===== config.mk =====
export PLATFORM = sky130hd
export DESIGN_NAME = pulse_stretcher
export DESIGN_NICKNAME = d
export VERILOG_FILES = /design/src/rtl/pulse_stretcher.sv
export SDC_FILE = /design/constraint.sdc
export NUM_CORES = 1
export LEC_CHECK = 0
export BUFFER_PORTS_ARGS = -buffer_cell sky130_fd_sc_hd__buf_2
export CORE_AREA = 2 2 39 41
export CTS_CLUSTER_DIAMETER = 200
export DETAILED_ROUTE_END_ITERATION = 16
export DIE_AREA = 0 0 41 43
export PLACE_DENSITY_LB_ADDON = 0.3
export SYNTH_ARGS = -nofsm -noshare
export SYNTH_HDL_FRONTEND = slang
export SYNTH_SLANG_ARGS = --single-unit

===== constraint.sdc =====
create_clock -name clk -period 2.1 [get_ports clk]
set_clock_uncertainty 0.2 [all_clocks]
set_input_delay 0.105 -clock clk [delete_from_list [all_inputs] [get_ports clk]]
set_output_delay 0.105 -clock clk [all_outputs]
set_load 0.05 [all_outputs]

===== src/rtl/pulse_stretcher.sv =====
// pulse_stretcher: stretches one-cycle request strobes into fixed-length level pulses with an enforced low gap
module pulse_stretcher #(
  parameter int HIGH_CYCLES = 8,
  parameter int GAP_CYCLES  = 2,
  parameter int RETRIGGER   = 0,
  parameter int CNT_W       = 4
) (
  input  logic clk,
  input  logic rst,
  input  logic p,
  output logic z,
  output logic busy,
  output logic drop
);
  typedef enum logic [1:0] {IDLE = 2'd0, HOLD = 2'd1, GAP = 2'd2} state_t;
  localparam logic [CNT_W-1:0] HI = CNT_W'(HIGH_CYCLES - 1);
  localparam logic [CNT_W-1:0] GP = CNT_W'(GAP_CYCLES > 0 ? GAP_CYCLES - 1 : 0);
  state_t state_q, state_d;
  logic [CNT_W-1:0] cnt_q, cnt_d;
  logic pend_q, pend_d, drop_q, drop_d, z_q, z_d, busy_q, busy_d;
  always_comb begin
    state_d = state_q;
    cnt_d   = cnt_q;
    pend_d  = pend_q;
    drop_d  = 1'b0;
    case (state_q)
      IDLE: begin
        if (p) begin
          state_d = HOLD;
          cnt_d   = HI;
        end
      end
      HOLD: begin
        if (RETRIGGER != 0 && p) cnt_d = HI;
        else begin
          // a strobe while a request is already queued is the one discarded
          if (p) begin
            pend_d = 1'b1;
            drop_d = pend_q;
          end
          if (cnt_q != '0) cnt_d = cnt_q - CNT_W'(1);
          else if (GAP_CYCLES > 0) begin
            state_d = GAP;
            cnt_d   = GP;
          end else if (pend_q || p) begin
            cnt_d  = HI;
            pend_d = 1'b0;
          end else state_d = IDLE;
        end
      end
      GAP: begin
        if (p) begin
          pend_d = 1'b1;
          drop_d = pend_q;
        end
        if (cnt_q != '0) cnt_d = cnt_q - CNT_W'(1);
        else if (pend_q || p) begin
          state_d = HOLD;
          cnt_d   = HI;
          pend_d  = 1'b0;
        end else state_d = IDLE;
      end
      default: begin
        state_d = IDLE;
        cnt_d   = '0;
        pend_d  = 1'b0;
      end
    endcase
    z_d    = state_d == HOLD;
    busy_d = state_d != IDLE;
  end
  always_ff @(posedge clk) begin
    if (!rst) begin
      state_q <= IDLE;
      cnt_q   <= '0;
      pend_q  <= 1'b0;
      drop_q  <= 1'b0;
      z_q     <= 1'b0;
      busy_q  <= 1'b0;
    end else begin
      state_q <= state_d;
      cnt_q   <= cnt_d;
      pend_q  <= pend_d;
      drop_q  <= drop_d;
      z_q     <= z_d;
      busy_q  <= busy_d;
    end
  end
  assign z    = z_q;
  assign busy = busy_q;
  assign drop = drop_q;
endmodule

==> impl_metrics.tcl <==
set metrics [dict create \
    grt_max_degree 11 \
    critPathMaxFanout 9 \
    p_int_mw 0.423 \
    switching_share_pct 38.3 \
    holdWs_ps 39.3 \
    layout-drive-gt1-share_pct 19.2 \
    maxCapViolCount 0 \
    cts_made_buffers 3 \
    met2_usage_pct 25.3 \
    setup_viol 0 \
    end_kind "flip-flop" \
    status "complete, no violations" \
    clock_latency_ps 270 \
    synth_most_common_cell "dfxtp_1" \
    seqPwrFrac_pct 38.7 \
    synth_top_cell_area_share_pct 34.4 \
    initial_core_util_pct 42.0 \
    post-route-min-period_ps 1730 \
    required_ps 2070 \
    antenna_found_initial 0 \
    ir_drop_mv 0.591 \
    htreeDepth 1 \
    power_mw 0.685 \
    crit_type "flip-flop to flip-flop" \
    fillers 132 \
    drt-pass1-iter-count 4 \
    hold_path.class "input port to flip-flop" \
    grt.total_usage_pct 18.2 \
    cts_tree "done" \
    grt.busiest_layer "met2" \
    io_buffers 5 \
    yosysTopAreaCell "dfxtp_1" \
    async_reset_ff_share_pct 0 \
    core-area_um2 1380 \
    antenna_left 0 \
    syn_area_per_cell_um2 8.95 \
    syn_area_um2 582 \
    first_global_vias 450 \
    rsz0062_at_grt "no" \
    synth_cell_type_count 28 \
    wl_per_cell_um 13.3 \
    grt_pass1_wl_um 2100 \
    fin_area_um2 658 \
    cts_root_buffer "clkbuf_4" \
    cellPowerDensity_nw_per_um2 1040 \
    worst_slack_ps 374 \
    power_frac_clock_pct 25.4 \
    drc_errors 0 \
    die_h_um 43 \
    clock-sinks 10 \
    p_comb_share_pct 35.9 \
    ys_seq_elements 10 \
    p_leak_nw 0.295 \
    num_vias 519 \
    synth_ff_type "dfxtp_1" \
    drt_iter0_markers 17 \
    area_delta_synth_final_pct 13.1 \
    dp_slack_ps 392 \
    synth-edff-count 0 \
    start_kind "flip-flop" \
    dpl.hpwl_um 881 \
    yosys_warnings 0 \
    vias_per_cell 5.83 \
    period_share_pct 82.2 \
    synthCells 65 \
    die_w_um 41 \
    drt_wl_total_um 1190 \
    worstPathArrival_ps 1690 \
    yosys-top-cells-area "dfxtp_1 34%, ha_1 8.6%, a21oi_1 5.2%" \
    ios 6 \
    ys_seq_area_share_pct 34.4 \
    fmax_ghz 0.579 \
    tns_ps 0 \
    worst_pin_slew_ps 323 \
    nets 81 \
    syn-num-nets 72 \
    rows 14 \
    p_switching_mw 0.263 \
    use_met1_pct 23.3 \
    diodes 0 \
    grt_use_met3_pct 9.95 \
    maxSlewViolCount 0 \
    overflow 0 \
    gp_congestion 0.759 \
    die_area_um2 1760 \
    hold_viol 0 \
    synthTopCellsByCount "10 x dfxtp_1, 8 x nor2_1, 6 x a21oi_1" \
    path_clk_slew_ps 70 \
    clk_path_buf_depth 2 \
    relSlewSlack_pct 78.3 \
    place_area_um2 612 \
]
==> per-stage QoR <==
| step | utilization [%] | instances |
|---|---|---|
| 2_1_floorplan | - | 65 |
| 3_3_place_gp | 44.2 | 84 |
| 3_5_place_dp | 44.2 | 84 |
| 4_1_cts | 47.6 | 89 |
| 5_1_grt | 47.6 | 89 |
| 6_report | 47.6 | 89 |
==> what timing repair did <==
item,4_1_cts,5_1_grt
hold endpoints to repair,5,0
buffers inserted,0,0
gates resized for setup,0,0
hold buffers,1,0
==> metal layers <==
metal / vias to the layer above / share of wire, %
met5: - / 0
met4: 0 / 0
met3: 0 / 8.3
met2: 26 / 48
met1: 240 / 44
li1: 253 / -
==> sequential cells by signal, summed over array words and instances, names as in the netlist <==
name,flops
cnt_q,4
z,1
drop,1
pend_q,1
state_q,2
busy,1
==> power groups by stage <==
stage	clock network [mW]	logic [mW]	registers, mW
floorplan	0	0.170	0.294
global placement	0	0.242	0.268
detailed placement	0	0.243	0.270
CTS	0.182	0.245	0.266
global route	0.196	0.269	0.272
finish	0.174	0.246	0.265
==> cell usage in the layout, fill, tap and decap left out, drive strengths merged, types with 2 or more instances in the layout <==
cell type	n
dfxtp	10
nor2	8
a21oi	8
buf	5
o21ai	5
inv	4
ha	4
clkbuf	4
nor3	3
nand2	3
nand2b	2
a32o	2
==> final timing paths <==
path	start	to	slack [ps]	cells after the start
setup / recovery	state_q[1]	cnt_q[0]	370	5
hold / removal	p	drop	40	2
setup reg to reg	state_q[1]	cnt_q[0]	370	5
hold reg to reg	pend_q	drop	330	1
==> worst max-delay path, cell delays in order, from the launching register on <==
cell and delay, ps:
dfxtp_1 420, inv_1 90, ha_1 300, a31oi_1 240, nor2_1 120, a32o_1 270
==> kinds of logic after synthesis <==
group	after synthesis	synth area share, %
AO/OA/AOI/OAI	24	29.9
adder cells (fa/ha/maj)	4	8.60
buffers and inverters	6	5.16
flip-flops	10	34.4
multiplexers	1	1.72
AND/OR/NAND/NOR	20	20.2
==> layout make-up <==
| cell class | count | area (um2) | share of cell area (%) |
|---|---|---|---|
| multi-input combinational | 49 | 352 | 53.4 |
| sequential | 10 | 200 | 30.4 |
| clock buffer | 4 | 36.3 | 5.51 |
| timing repair buffer | 6 | 35.0 | 5.32 |
| tap | 16 | 20.0 | 3.04 |
| inverter | 4 | 15.0 | 2.28 |
(Power assumes the default switching activity.)
